===== src/rtl/demux_pkg.sv =====
// demux_pkg: shared defaults and types for the stream demultiplexer
package demux_pkg;
  localparam int DEF_WIDTH = 32;
  localparam int DEF_DEPTH = 2;
  typedef logic [DEF_WIDTH-1:0] word_t;
  typedef enum logic {DEST0 = 1'b0, DEST1 = 1'b1} dest_e;
endpackage


===== src/rtl/demux_fifo.sv =====
// demux_fifo: per-output FIFO with occupancy count, head driven straight from storage
module demux_fifo
  import demux_pkg::*;
#(
  parameter int WIDTH = DEF_WIDTH,
  parameter int DEPTH = DEF_DEPTH,
  localparam int LVLW = $clog2(DEPTH + 1),
  localparam int PW = $clog2(DEPTH)
) (
  input  logic             clk,
  input  logic             rst_n,
  input  logic             push,
  input  logic [WIDTH-1:0] push_data,
  input  logic             pop,
  output logic [WIDTH-1:0] head_data,
  output logic             empty,
  output logic             full,
  output logic [LVLW-1:0]  level
);
  logic [WIDTH-1:0] mem_q [DEPTH];
  logic [WIDTH-1:0] mem_d [DEPTH];
  logic [PW-1:0] wr_ptr_q, wr_ptr_d, rd_ptr_q, rd_ptr_d;
  logic [LVLW-1:0] level_q, level_d;
  always_comb begin
    mem_d = mem_q;
    if (push) mem_d[wr_ptr_q] = push_data;
    wr_ptr_d = wr_ptr_q + PW'(push);
    rd_ptr_d = rd_ptr_q + PW'(pop);
    level_d = level_q + LVLW'(push) - LVLW'(pop);
  end
  always_ff @(posedge clk or negedge rst_n) begin
    if (!rst_n) begin
      mem_q <= '{default: '0};
      wr_ptr_q <= '0;
      rd_ptr_q <= '0;
      level_q <= '0;
    end else begin
      mem_q <= mem_d;
      wr_ptr_q <= wr_ptr_d;
      rd_ptr_q <= rd_ptr_d;
      level_q <= level_d;
    end
  end
  assign head_data = mem_q[rd_ptr_q];
  assign empty = level_q == '0;
  assign full = level_q == LVLW'(DEPTH);
  assign level = level_q;
  a_no_overflow: assert property (@(posedge clk) disable iff (!rst_n) !(push && full));
  a_no_underflow: assert property (@(posedge clk) disable iff (!rst_n) !(pop && empty));
endmodule


===== src/rtl/stream_demux.sv =====
// stream_demux: steers one valid/ready stream to two independently buffered outputs
module stream_demux
  import demux_pkg::*;
#(
  parameter int WIDTH = DEF_WIDTH,
  parameter int DEPTH = DEF_DEPTH,
  localparam int LVLW = $clog2(DEPTH + 1)
) (
  input  logic             clk,
  input  logic             rst_n,
  input  logic             in_valid,
  output logic             in_ready,
  input  logic [WIDTH-1:0] in_data,
  input  logic             in_sel,
  output logic             out0_valid,
  input  logic             out0_ready,
  output logic [WIDTH-1:0] out0_data,
  output logic             out1_valid,
  input  logic             out1_ready,
  output logic [WIDTH-1:0] out1_data,
  output logic [LVLW-1:0]  level0,
  output logic [LVLW-1:0]  level1
);
  dest_e dest;
  logic full0, full1, empty0, empty1, push0, push1, pop0, pop1;
  always_comb begin
    dest = dest_e'(in_sel);
    in_ready = dest == DEST1 ? !full1 : !full0;
    push0 = in_valid && in_ready && dest == DEST0;
    push1 = in_valid && in_ready && dest == DEST1;
    out0_valid = !empty0;
    out1_valid = !empty1;
    pop0 = out0_valid && out0_ready;
    pop1 = out1_valid && out1_ready;
  end
  demux_fifo #(.WIDTH(WIDTH), .DEPTH(DEPTH)) u_fifo0 (
    .clk(clk), .rst_n(rst_n), .push(push0), .push_data(in_data), .pop(pop0),
    .head_data(out0_data), .empty(empty0), .full(full0), .level(level0)
  );
  demux_fifo #(.WIDTH(WIDTH), .DEPTH(DEPTH)) u_fifo1 (
    .clk(clk), .rst_n(rst_n), .push(push1), .push_data(in_data), .pop(pop1),
    .head_data(out1_data), .empty(empty1), .full(full1), .level(level1)
  );
endmodule


===== config.mk =====
export PLATFORM = sky130hd
export DESIGN_NAME = stream_demux
export DESIGN_NICKNAME = d
export VERILOG_FILES = /design/src/rtl/demux_pkg.sv /design/src/rtl/demux_fifo.sv /design/src/rtl/stream_demux.sv
export SDC_FILE = /design/constraint.sdc
export NUM_CORES = 1
export LEC_CHECK = 0
export CORE_ASPECT_RATIO = 0.5
export CORE_MARGIN = 2
export CORE_UTILIZATION = 45
export CTS_CLUSTER_SIZE = 40
export DETAILED_ROUTE_END_ITERATION = 8
export HOLD_SLACK_MARGIN = 0.15
export PLACE_DENSITY_LB_ADDON = 0.08
export SETUP_SLACK_MARGIN = 0.5
export SYNTH_ARGS = -nofsm -noshare
export SYNTH_HDL_FRONTEND = slang
export SYNTH_SLANG_ARGS = --single-unit

===== constraint.sdc =====
create_clock -name clk -period 3.5 [get_ports clk]
set_clock_uncertainty 0.05 [all_clocks]
set_input_delay 0.7 -clock clk [delete_from_list [all_inputs] [get_ports clk]]
set_output_delay 0.7 -clock clk [all_outputs]
set_load 0.005 [all_outputs]

# Word level (Yosys, flattened, before mapping)
# Cells that the tools add are included.
[word_totals]
reg_bits = 136
latch_bits = 0
ramBits = 0
romBits = 0
input_bits = 38
out_inout_bits = 71
word_cells = 57
mem_count = 0
[op_classes]
add_sub_neg = 8
n_mul = 0
div = 0
order_cmp = 6
n_eq_ne = 2
n_shift = 0
mux = 13
n_bitwise = 5
n_reduce_logical = 13
[op_table]
columns = ["op", "n"]
rows = [
  ["$mux 32", 8],
  ["$bwmux 64", 2],
  ["$demux 32 s1", 2],
  ["$ge 2x2->1 const B", 4],
  ["$not 1->2", 4],
  ["$logic_and 1x1->1", 7],
  ["$add 1x1->1", 4],
  ["$add 2x1->2", 2],
  ["$eq 2x2->1 const B", 2],
  ["$logic_not 1->1", 4],
  ["$logic_not 2->1", 2],
  ["$lt 2x1->1 const B", 2],
  ["$sub 2x1->2", 2],
  ["$mux 1", 1],
  ["$not 1->1", 1],
]

# Logic depth before layout (Yosys ltp)
[logic_depth]
ltp_word = 7
depth_mapped = 6
depth_no_buf = 6

# Hierarchy
# A second synthesis with hierarchy kept.
[unflattened]
hier_cells = 383
area_unflattened_um2 = 6922.9
[by_module_without_submodules]
columns = ["module", "instances", "cells_per_inst", "area_each_um2"]
rows = [
  ["demux_fifo", 2, 188, 3438.3],
  ["stream_demux", 1, 7, 46.3],
]

# Worst setup path before layout
# No wires, ideal clock.
[synth_path]
path_type = "in2reg"
start = "in in_sel"
end = "reg u_fifo0.mem_q[10] (netlist name)"
setup_ns = 0.125
arrival_time_ns = 1.814
required_time_ns = 3.325
path_slack_ns = 1.511
cell_stages = 5
path_buffers = 2
path_cell_list = "a211oi_1 -> ha_1 -> buf_6 -> buf_12 -> mux2_4"
[synth_via]
elab_chain_cells = 3
[synth_lines]
columns = ["item", "line", "rtl"]
rows = [
  ["start: declaration", "stream_demux.sv:14", "input logic in_sel,"],
  ["$mux 1", "stream_demux.sv:28", "in_ready = dest == DEST1 ? !full1 : !full0;"],
  ["$logic_and 1x1->1", "stream_demux.sv:29", "push0 = in_valid && in_ready && dest == DEST0;"],
  ["$logic_and 1x1->1 (*)", "stream_demux.sv:29", ""],
  ["end signal: assignment", "demux_fifo.sv:38", "mem_q <= mem_d;"],
  ["end: declaration", "demux_fifo.sv:20", "logic [WIDTH-1:0] mem_q [DEPTH];"],
]
# Mark *: on every way between the ends. The rest lies on a longest branch, timed or not.
# A chain may end at the register's enable or synchronous reset.

# Worst setup path after layout
[layout_path]
start = "reg u_fifo1.rd_ptr_q"
end = "out out1_data[21]"
[layout_via]
elab_chain_cells = 4
[layout_lines]
columns = ["item", "line", "rtl"]
rows = [
  ["start: declaration", "demux_fifo.sv:22", "logic [PW-1:0] wr_ptr_q, wr_ptr_d, rd_ptr_q, rd_ptr_d;"],
  ["start signal: assignment", "demux_fifo.sv:40", "rd_ptr_q <= rd_ptr_d;"],
  ["$not 1->2 (not written as such)", "demux_fifo.sv:44", "assign head_data = mem_q[rd_ptr_q];"],
  ["$mux 32 (not written as such) (3 in a row)", "demux_fifo.sv:44", ""],
  ["end: declaration", "stream_demux.sv:20", "output logic [WIDTH-1:0] out1_data,"],
]
# No other way between the ends. The select of a mux whose other input is x is not followed.

==> summary.md <==
| Metric | Value |
|---|---|
| Status | complete, no violations |
| Vias in the first global route | ~3800 |
| Area added between synthesis and finish | 24.1% |
| # fillers | between 1000 and 1500 |
| Tightest Hold Check Type | in -> async |
| Top cell type's share of synthesized area | 49.3% |
| Fin. Hold Viols | 0 |
| Reg clk slew, reported paths | approximately 0.060 ns |
| Most frequent cells in the layout | mux2_4 (178), dfrtp_1 (134), clkdlybuf4s50_1 (107), clkbuf_16 (17), mux2_2 (14) |
| RSZ-0062 raised after global routing | false |
| Cells after Synth | between 300 and 400 |
| Htree depth | 4 |
| Yosys cell types | 16 |
| Detailed Routing Iterations Pass 1 | 4 |
| Required time of the critical path | 2.75 ns |
| Design Power | 8.99 mW |
| CTS resizes | 1 |
| Final setup fails | 0 |
| Clock buffer depth | 2 |
| PwrDens | about 1000 mW/mm2 |
| Setup bufs post-CTS | 0 |
| Drt wl/cell | ~19 um |
| Die H | 91.6 um |
| Worst-case vdd ir drop | a little over 0.0005 V |
| CTS Root Cell | clkbuf_16 |
| Fmax | around 350 MHz |
| Antenna diode count | 0 |
| #FFs+latches synth | 136 |
| Site row count | 31 |
| I/O pins | around 110 |
| Worst R2R Path Depth | 5 |
| Die area | ~0.016 mm2 |
| Area leader, netlist | dfrtp_1 |
| DR iter-0 viols | about 110 |
| CP Class | reg -> out |
| Hold WS | roughly 0.19 ns |
| Starting Density | around 47% |
| Ys Warns | 0 |
| Total clock sinks | about 140 |
| Via density | about 5 |
| CTS tree | built |
| Routed wire length | roughly 13000 um |
| Crit-path max FO | 20 |
| Largest net degree at the start of global routing | 58 |
| Die width | ~180 um |
| Final slew viol count | 0 |
| Post-route minimum period | 2.89 ns |
| Placed cell areas | around 0.008 mm2 |
| DR vias | approximately 3400 |
| Routability Congestion | slightly below 0.7 |
| Initial antenna violation count | 0 |
| Fin crit share | ~80% |
| Worst setup SP type | register |
| Synth Area per Inst | 18.0 um2 |
| Finished layout cell area | around 0.0086 mm2 |
| Final core utilization | roughly three fifths |
| Total of max-cap violations | 0 |
| Register area share after synthesis | roughly half |
| Synth top area cells | dfrtp_1 (49%), mux2_4 (39%), buf_12 (5.2%) |
| First-pass GRT wire length | approximately 21000 um |
| Max-slew headroom | a little under two thirds |
| Arr. time, crit path | approximately 2.1 ns |
| Core area | about 0.015 mm2 |
| Worst slew pin tran | roughly 0.54 ns |
| Post-synth net total | 430 |
| Pleak | slightly below 4 nW |
| Overflow after GRT | 0 |
| Nets | 543 |
| Mapped cell area | between 0.006 and 0.007 mm2 |
| Detail Route Antenna Nets | 0 |
| Clock latency on the worst-skew pair | roughly 0.41 ns |
| Share of cells above drive strength 1 | a little under half |
| Post-DP HPWL | around 8400 um |
| # hold bufs at CTS | 0 |
| GRT Overall Usage | between 15 and 20% |
| Number of CTS-inserted buffers | 17 |
| I/O Buffers | between 100 and 150 |
| Commonest non-fill, non-tap cell in the layout | mux2_4 |
| CP Capture Type | output port |
| Setup TNS | 0 ns |
| Remaining DRCs | 0 |
## final cells by class
type / instances / area (um2) / share of cell area [%]
sequential: 136 / 3410 / 39.8
multi-input combinational: 215 / 3050 / 35.6
timing repair buffer: 118 / 1230 / 14.4
clock buffer: 18 / 429 / 5.01
tap: 198 / 248 / 2.89
clock inverter: 14 / 165 / 1.93
inverter: 9 / 33.8 / 0.394
## sequential cells by signal, indices dropped and copies added (netlist names)
register / cells
u_fifo0.rd_ptr_q: 1
u_fifo1.wr_ptr_q: 1
u_fifo0.level: 2
u_fifo0.wr_ptr_q: 1
u_fifo1.mem_q: 64
u_fifo0.mem_q: 64
u_fifo1.level: 2
u_fifo1.rd_ptr_q: 1
## report_power, final
group / leakage [nW] / internal, mW / switching (mW) / total [mW]
clock: 0.284 / 1.07 / 0.738 / 1.81
sequential: 1.61 / 2.39 / 0.538 / 2.93
combinational: 2.00 / 3.08 / 1.17 / 4.25
total: 3.90 / 6.54 / 2.45 / 8.99
## layer usage
metal | wire length, um | track usage [%] | up-vias
met5 | 0 | 0 | -
met3 | 525 | 4.73 | 7
met4 | 68 | 4.44 | 0
met2 | 5700 | 24.6 | 69
met1 | 6820 | 25.5 | 1787
li1 | - | - | 1586
## per-stage QoR
| stage | instances | setup slack, ns |
|---|---|---|
| final | 708 | 0.614 |
| after global routing | 708 | 0.539 |
| after CTS | 708 | 0.595 |
| after detailed placement | 676 | 0.617 |
| after global placement | 676 | 0.675 |
| after floorplan | 384 | 1.51 |
## path summary, 6_finish.rpt
path | from | endpoint | slack, ns
setup reg to reg | u_fifo0.level[0] | u_fifo0.mem_q[0] | 1.40
setup / recovery | u_fifo1.rd_ptr_q | out1_data[21] | 0.61
min in group clk | u_fifo1.mem_q[31] | u_fifo1.mem_q[31] | 0.46
max in group asynchronous | rst_n | u_fifo0.mem_q[44] | 2.49
hold reg to reg | u_fifo1.mem_q[31] | u_fifo1.mem_q[31] | 0.46
hold / removal | rst_n | u_fifo0.mem_q[8] | 0.19
## logic make-up after synthesis
kind of cell / after synthesis / share of synthesized area (%)
and+or+nand+nor: 4 / 0.344
buffers and inverters: 33 / 6.69
adders and majority gates: 8 / 1.45
AOI/OAI and AO/OA: 5 / 0.489
muxes: 192 / 41.0
xor gates and xnor gates: 6 / 0.761
DFF: 136 / 49.3
## cell usage after synthesis (all sizes together)
| cell | count |
|---|---|
| a211oi | 1 |
| a21oi | 1 |
| a31oi | 1 |
| buf | 24 |
| dfrtp | 136 |
| ha | 8 |
| inv | 9 |
| mux2 | 192 |
| nand2 | 1 |
| nor3b | 1 |
| o21a | 2 |
| or2 | 2 |
| xnor2 | 4 |
| xor2 | 2 |
## critical path, cell delays in order, from the launching register on
cell and delay [ns]:
dfrtp_4 0.71, buf_12 0.24, mux2_4 0.33, clkdlybuf4s50_1 0.45
No activity file was read; power rests on OpenSTA's default activity.
